[src/rtl/decoder_scan_sequencer.sv]
// rtl/decoder_scan_sequencer.sv - scan sequencer driving a 3-to-8 decoder select/enable
module decoder_scan_sequencer #(
  parameter int DWELL = 4,
  parameter int BLANK = 1
) (
  input  logic       clk,
  input  logic       rst_n,
  input  logic       start,
  input  logic       stop,
  input  logic       cont,
  input  logic [7:0] mask,
  output logic [2:0] sel,
  output logic       en,
  output logic       busy,
  output logic       frame_done
);

  localparam int DW_W = (DWELL < 1) ? 1 : $clog2(DWELL + 1);
  localparam int BL_W = (BLANK < 1) ? 1 : $clog2(BLANK + 1);
  localparam logic [DW_W-1:0] DWELL_LOAD = DW_W'(DWELL - 1);
  localparam logic [BL_W-1:0] BLANK_LOAD = BL_W'((BLANK > 0) ? BLANK - 1 : 0);

  typedef enum logic [1:0] {S_IDLE, S_BLANK, S_DRIVE} state_t;

  state_t          state, state_d;
  logic [7:0]      mask_q, mask_q_d;
  logic            stop_pend, stop_pend_d;
  logic [DW_W-1:0] dwell_cnt, dwell_cnt_d;
  logic [BL_W-1:0] blank_cnt, blank_cnt_d;
  logic [2:0]      sel_d;
  logic            en_d, busy_d, frame_done_d;
  logic            enter_sel, go_idle, stop_now;
  logic [3:0]      nxt_above, first_new;

  // Returns {found, index} of the lowest set bit of m at or above position from.
  function automatic logic [3:0] find_from(input logic [7:0] m, input logic [3:0] from);
    logic [3:0] r;
    r = 4'd0;
    for (int i = 7; i >= 0; i--) begin
      if (m[i] && (i >= int'(from))) r = {1'b1, 3'(i)};
    end
    return r;
  endfunction

  assign nxt_above = find_from(mask_q, {1'b0, sel} + 4'd1);
  assign first_new = find_from(mask, 4'd0);
  assign stop_now  = stop_pend | stop;

  always_comb begin
    state_d      = state;
    sel_d        = sel;
    en_d         = en;
    busy_d       = busy;
    frame_done_d = 1'b0;
    mask_q_d     = mask_q;
    stop_pend_d  = stop_pend;
    dwell_cnt_d  = dwell_cnt;
    blank_cnt_d  = blank_cnt;
    enter_sel    = 1'b0;
    go_idle      = 1'b0;

    case (state)
      S_IDLE: begin
        if (start && (mask != 8'd0)) begin
          mask_q_d  = mask;
          sel_d     = first_new[2:0];
          enter_sel = 1'b1;
        end
      end
      S_BLANK: begin
        if (stop) stop_pend_d = 1'b1;
        if (blank_cnt == '0) begin
          state_d     = S_DRIVE;
          en_d        = 1'b1;
          dwell_cnt_d = DWELL_LOAD;
        end else begin
          blank_cnt_d = blank_cnt - 1'b1;
        end
      end
      S_DRIVE: begin
        if (stop) stop_pend_d = 1'b1;
        if (dwell_cnt != '0) begin
          dwell_cnt_d = dwell_cnt - 1'b1;
        end else if (nxt_above[3]) begin
          if (stop_now) begin
            go_idle = 1'b1;
          end else begin
            sel_d     = nxt_above[2:0];
            enter_sel = 1'b1;
          end
        end else begin
          // Frame end: continuous mode re-latches the live mask for the next frame.
          frame_done_d = 1'b1;
          if (cont && !stop_now) begin
            mask_q_d = mask;
            if (first_new[3]) begin
              sel_d     = first_new[2:0];
              enter_sel = 1'b1;
            end else begin
              go_idle = 1'b1;
            end
          end else begin
            go_idle = 1'b1;
          end
        end
      end
      default: go_idle = 1'b1;
    endcase

    if (enter_sel) begin
      busy_d = 1'b1;
      if (BLANK > 0) begin
        state_d     = S_BLANK;
        en_d        = 1'b0;
        blank_cnt_d = BLANK_LOAD;
      end else begin
        state_d     = S_DRIVE;
        en_d        = 1'b1;
        dwell_cnt_d = DWELL_LOAD;
      end
    end

    if (go_idle) begin
      state_d     = S_IDLE;
      en_d        = 1'b0;
      busy_d      = 1'b0;
      stop_pend_d = 1'b0;
    end
  end

  always_ff @(posedge clk or negedge rst_n) begin
    if (!rst_n) begin
      state      <= S_IDLE;
      sel        <= 3'd0;
      en         <= 1'b0;
      busy       <= 1'b0;
      frame_done <= 1'b0;
      mask_q     <= 8'd0;
      stop_pend  <= 1'b0;
      dwell_cnt  <= '0;
      blank_cnt  <= '0;
    end else begin
      state      <= state_d;
      sel        <= sel_d;
      en         <= en_d;
      busy       <= busy_d;
      frame_done <= frame_done_d;
      mask_q     <= mask_q_d;
      stop_pend  <= stop_pend_d;
      dwell_cnt  <= dwell_cnt_d;
      blank_cnt  <= blank_cnt_d;
    end
  end

endmodule
[config.mk]
export PLATFORM = sky130hd
export DESIGN_NAME = decoder_scan_sequencer
export DESIGN_NICKNAME = d
export VERILOG_FILES = /design/src/rtl/decoder_scan_sequencer.sv
export SDC_FILE = /design/constraint.sdc
export NUM_CORES = 1
export LEC_CHECK = 0
export CAP_MARGIN = 40
export CELL_PAD_IN_SITES_DETAIL_PLACEMENT = 1
export CELL_PAD_IN_SITES_GLOBAL_PLACEMENT = 2
export CORE_AREA = 4 4 64 66
export CTS_CLUSTER_SIZE = 28
export DETAILED_ROUTE_END_ITERATION = 10
export DIE_AREA = 0 0 68 70
export PLACE_DENSITY_LB_ADDON = 0.1
export SLEW_MARGIN = 20
export SYNTH_ARGS = -nofsm -noshare
export SYNTH_HDL_FRONTEND = slang
export SYNTH_SLANG_ARGS = --single-unit
[constraint.sdc]
create_clock -name clk -period 6.6 [get_ports clk]
set_input_delay 0.99 -clock clk [delete_from_list [all_inputs] [get_ports clk]]
set_output_delay 0.99 -clock clk [all_outputs]
set_load 0.02 [all_outputs]
Yosys cells after proc, flatten, opt, wreduce, memory -nomap -nowiden
Cells that the tools add are included.

word-level totals
  register bits = 21
  logic and storage cells = 124
  input port bits = 13
  output and inout port bits = 6

operators by class
  muxes and demuxes = 63
  bitwise operators = 1
  eq/ne operators = 12
  add/sub/neg operators = 3
  reduce and logical (&&, ||, !) cells = 28
  $lt $le $gt $ge = 8

operators with widths
  kind                                                   number
  two-way mux 4 bit                                      16
  two-way mux 8 bit                                      4
  two-way mux 1 bit                                      26
  two-way mux 3 bit                                      8
  >= comparator 3 x 4 -> 1 bit, first input constant     4
  one-hot mux 8 bit (2 select lines)                     1
  inequality test 2 bit, second input constant           6
  one-hot mux 3 bit (2 select lines)                     2
  nonzero test 2 bit                                     6
  logical AND 1 bit                                      10
  inequality test 3 bit, second input constant           3
  >= comparator 1 x 4 -> 1 bit, first input constant     2
  >= comparator 2 x 4 -> 1 bit, first input constant     2
  two-way mux 2 bit                                      4
  nonzero test 8 bit                                     1
  AND reduction 6 bit                                    1
  nonzero test 3 bit                                     2
  AND reduction 5 bit                                    1
  adder 3 x 1 -> 4 bit, second input constant            1
  one-hot mux 1 bit (2 select lines)                     2
  AND reduction 2 bit                                    2
  OR reduction 2 bit                                     2
  inequality test 3 x 1 -> 1 bit, second input constant  1
  AND reduction 3 bit                                    1
  other kinds (7)                                        7

Depth between registers and ports, before layout
  depth in word-level cells = 16
  depth in mapped cells = 8
  depth with buffers taken out = 8

Worst setup path after synthesis
OpenSTA, ideal clock, no wires.

  kind = input -> register
  from = input port mask[5]
  to = register sel[1]
  data required time = 6.475 ns
  setup time = 0.125 ns
  path slack = 4.260 ns
  data arrival time = 2.215 ns
  stages on the path = 6
  buffers on the path = 0
  cells stage by stage = nor4_1 -> nand2_1 -> and2_1 -> o31ai_4 -> a21boi_4 -> mux2_4

between the ends
  longest elaborated chain between the ends = 11
  elaborated cells on any way between the ends = 17
  those cells by class = eq/ne (2); mux (12); reduce/logical (3)

RTL lines
  item                                RTL line  RTL
  start: declaration                  11        input logic [7:0] mask,
  two-way mux 4 bit (6 in a row)      40        if (m[i] && (i >= int'(from))) r = {1'b1, 3'(i)};
  two-way mux 3 bit                   96        if (first_new[3]) begin
  two-way mux 3 bit                   94        if (cont && !stop_now) begin
  two-way mux 3 bit                   84        end else if (nxt_above[3]) begin
  two-way mux 3 bit                   82        if (dwell_cnt != '0) begin
  one-hot mux 3 bit (2 select lines)  62        case (state)
  end signal: assignment              144       sel <= sel_d;
  end: declaration                    12        output logic [2:0] sel,

Parallel ways exist; a longest one is shown, timed or not. The select of a mux whose other input is x is not followed.
A chain may end at the register's enable or synchronous reset.

Worst setup path in the final report
Same ends and word-level chain as after synthesis.

==> flow_summary_export.csv <==
group,metric,value,unit
floorplan,core_area,3580,sq um
clock_network,cts.sinks,19,
floorplan,die_h,70,um
logic_synthesis,synth_common_cells,"19 x dfrtp_1, 10 x inv_1, 10 x mux2_4",
setup_path,path_delay_family,"simple AND/OR/NAND/NOR gates",
layout,finalNonFillerCells,189,
setup_path,startpoint_type,"primary input",
setup_path,cp_num_cells,7,
setup_path,path_class,"in -> reg",
global_routing,grt_pass1_wl,4.91,mm
clock_network,root_buffer,"clkbuf_4",
power,ir_drop,0.160,mV
power,pwr-share-comb,58.3,%
logic_synthesis,synthMostInstantiatedCell,"dfrtp_1",
global_routing,grt_usage,13.3,%
flow_run,cap_viol_max_count,0,
logic_synthesis,syn_nets,139,
layout,fin_nets,160,
power,seq_power_share,33.4,%
drt,first_pass_iters,3,
clock_network,cts_tree,"done",
global_routing,gr-total-overflow,0,
logic_synthesis,postSynth.asyncResetShare,100,%
logic_synthesis,synth_edf_count,0,
layout,drive_gt1_share,18.4,%
logic_synthesis,ys_types,46,
setup_path,setup.worst_path.end_class,"flip-flop",
power,leakagePower,0.665,nW
clock_network,cts_made_buffers,3,
floorplan,start_util,35.6,%
logic_synthesis,synth_warnings,0,
timing,finalHoldViolCount,0,
timing,finalCritPeriodShare,41.2,%
setup_path,path_cells,"clkdlybuf4s50_1 -> nor4_1 -> nand2_1 -> and2_1 -> o31ai_4 -> a21boi_4 -> mux2_4",
timing,slew_headroom,54.5,%
logic_synthesis,yosys.area.top_type,"dfrtp_1",
global_routing,antenna_found_initial,0,
power,swShare,42.7,%
drt,drtIter0Drc,26,
timing,fmax,368,MHz
layout,n_fill_cell,417,
logic_synthesis,ys_top_cells_by_area,"dfrtp_1 37%, mux2_4 12%, ha_1 4.9%",
place,hpwl,2.36,mm
logic_synthesis,syn_avg_cell_area,10.5,sq um
drt,drc,0,
timing,tns,0,ps
clock_network,postCtsHoldBufs,0,
setup_path,r2r_cells,8,
setup_path,worst_path_max_delay_cell,"clkdlybuf4s50_1",
floorplan,dieArea,4760,sq um
drt,wl_per_cell,14.8,um
logic_synthesis,yosysSeqAreaShare,37.3,%
timing,final_max_slew_viol_count,0,
power,internal_power,396,uW
setup_path,max_stage_delay,460,ps
min_path,hp-class,"reg -> reg",
power,p_clk_share,8.3,%
timing,min_period,2720,ps
place,dp.cells,185,
drt,postRouteWirelength,2.80,mm
floorplan,num_io_pins,19,
place,io_buffers,18,
setup_path,critPathMaxFanout,5,
timing,setup_viol,0,
clock_network,cts-resized-gates,0,
clock_network,cts_buffer_depth,2,
timing,grt_setup_unrepaired,"no",
min_path,min_path_cells,1,
logic_synthesis,syn_inst,121,
place,gp_congestion,0.706,
logic_synthesis,synth_top_area_share,37.3,%
logic_synthesis,syn_area,1270,sq um
drt,vias,951,
layout,syn_to_final_growth,20.6,%
timing,skew,12.6,ps
layout,num_antenna_cells,0,
status,status,"complete, no violations",
logic_synthesis,synth-seq-cells,19,
floorplan,num_rows,22,
floorplan,die_w,68,um
setup_path,worst-path-buf-inv,1,
drt,ant_nets,0,
power,pwr_density_cell,450,nW/um^2
logic_synthesis,ys_dominant_reg_cell,"dfrtp_1",
drt,vias_per_cell,5.03,
global_routing,grt_max_degree,13,
setup_path,critical_path_arrival,2910,ps
clock_network,cts.htree.levels,1,
power,p_sw,295,uW
clock_network,path_clk_slew,120,ps
setup_path,critPathRequiredTime,6790,ps
timing,worst_pin_slew,681,ps
clock_network,clock_latency,290,ps
global_routing,grt_pass1_vias,1006,
clock_network,cts_setup_buffers,0,
## cell type report
class	count	area [sq um]	area share, %
inverter	10	37.5	2.44
timing repair buffer	19	195	12.7
sequential	19	475	30.9
clock inverter	1	5.00	0.326
multi-input combinational	89	741	48.2
clock buffer	3	22.5	1.47
tap	48	60.1	3.91
## metrics by stage
| step | instance area, sq um | power (mW) | utilization [%] | hold WS (ps) | setup slack [ps] |
|---|---|---|---|---|---|
| finish | 1540 | 0.691 | 42.9 | 511 | 3880 |
| global placement | 1490 | 0.623 | 41.7 | 473 | 3580 |
| detailed placement | 1510 | 0.641 | 42.2 | 480 | 3520 |
| CTS | 1540 | 0.699 | 42.9 | 513 | 3860 |
| global route | 1540 | 0.755 | 42.9 | 521 | 3790 |
| floorplan | 1270 | 0.536 | - | 456 | 4260 |
## registers in the layout (all words and copies together), names as in the netlist
name and flops:
en 1, stop_pend 1, dwell_cnt 3, busy 1, state 1, sel 3, frame_done 1, mask_q 8
## logic make-up (layout without fill, tap and decap cells)
| group | count (synthesis) | in the layout | synth area share, % |
|---|---|---|---|
| AOI/OAI and AO/OA | 36 | 36 | 23.0 |
| xor gates and xnor gates | 1 | 1 | 0.688 |
| adders and majority gates | 5 | 5 | 4.91 |
| buffers and inverters | 13 | 33 | 4.52 |
| DFF | 19 | 19 | 37.3 |
| muxes | 13 | 13 | 14.2 |
| and+or+nand+nor | 34 | 34 | 15.3 |
## metal layers
layer	track usage, %	routed length (um)	vias to the layer above
li1	-	-	480
met1	20.0	1460	456
met2	19.4	1230	13
met3	2.89	86	2
met4	2.43	17	0
met5	0	0	-
## placed cells by master, fill, tap and decap left out, types with 3 or more instances in the layout
master | netlist | final
a21oi_1 | 7 | 7
clkbuf_4 | 0 | 3
clkdlybuf4s50_1 | 0 | 18
dfrtp_1 | 19 | 19
ha_1 | 5 | 5
inv_1 | 10 | 10
mux2_4 | 10 | 10
nand2_1 | 7 | 7
nor2_1 | 6 | 6
nor2b_1 | 4 | 4
o21ai_0 | 7 | 7
## power by group through the flow
stage / combinational (mW) / clock [mW] / sequential, mW
4_1_cts: 0.406 / 0.0594 / 0.233
5_1_grt: 0.447 / 0.0642 / 0.243
2_1_floorplan: 0.311 / 0 / 0.224
3_3_place_gp: 0.392 / 0 / 0.231
6_report: 0.403 / 0.0572 / 0.231
3_5_place_dp: 0.406 / 0 / 0.235
## worst reg2reg max path, cell delays in order, from the launching register on
cell and delay, ps:
dfrtp_1 500, inv_1 70, ha_1 180, nand2b_1 230, o311ai_2 340, nand3_2 260
o31ai_4 320, nand2_4 150, mux2_4 330
## worst paths after layout
path	from	end	slack, ps
setup / recovery	mask[5]	sel[1]$_DFFE_PN0P_	3880
hold / removal	dwell_cnt[2]$_DFFE_PN0P_	dwell_cnt[2]$_DFFE_PN0P_	510
setup reg to reg	sel[1]$_DFFE_PN0P_	mask_q[4]$_DFFE_PN0P_	4100
hold reg to reg	dwell_cnt[2]$_DFFE_PN0P_	dwell_cnt[2]$_DFFE_PN0P_	510
max in group asynchronous	rst_n	frame_done$_DFF_PN0_	5180
min in group asynchronous	rst_n	mask_q[7]$_DFFE_PN0P_	1010
Note: power is estimated with default switching activity, not from simulation.
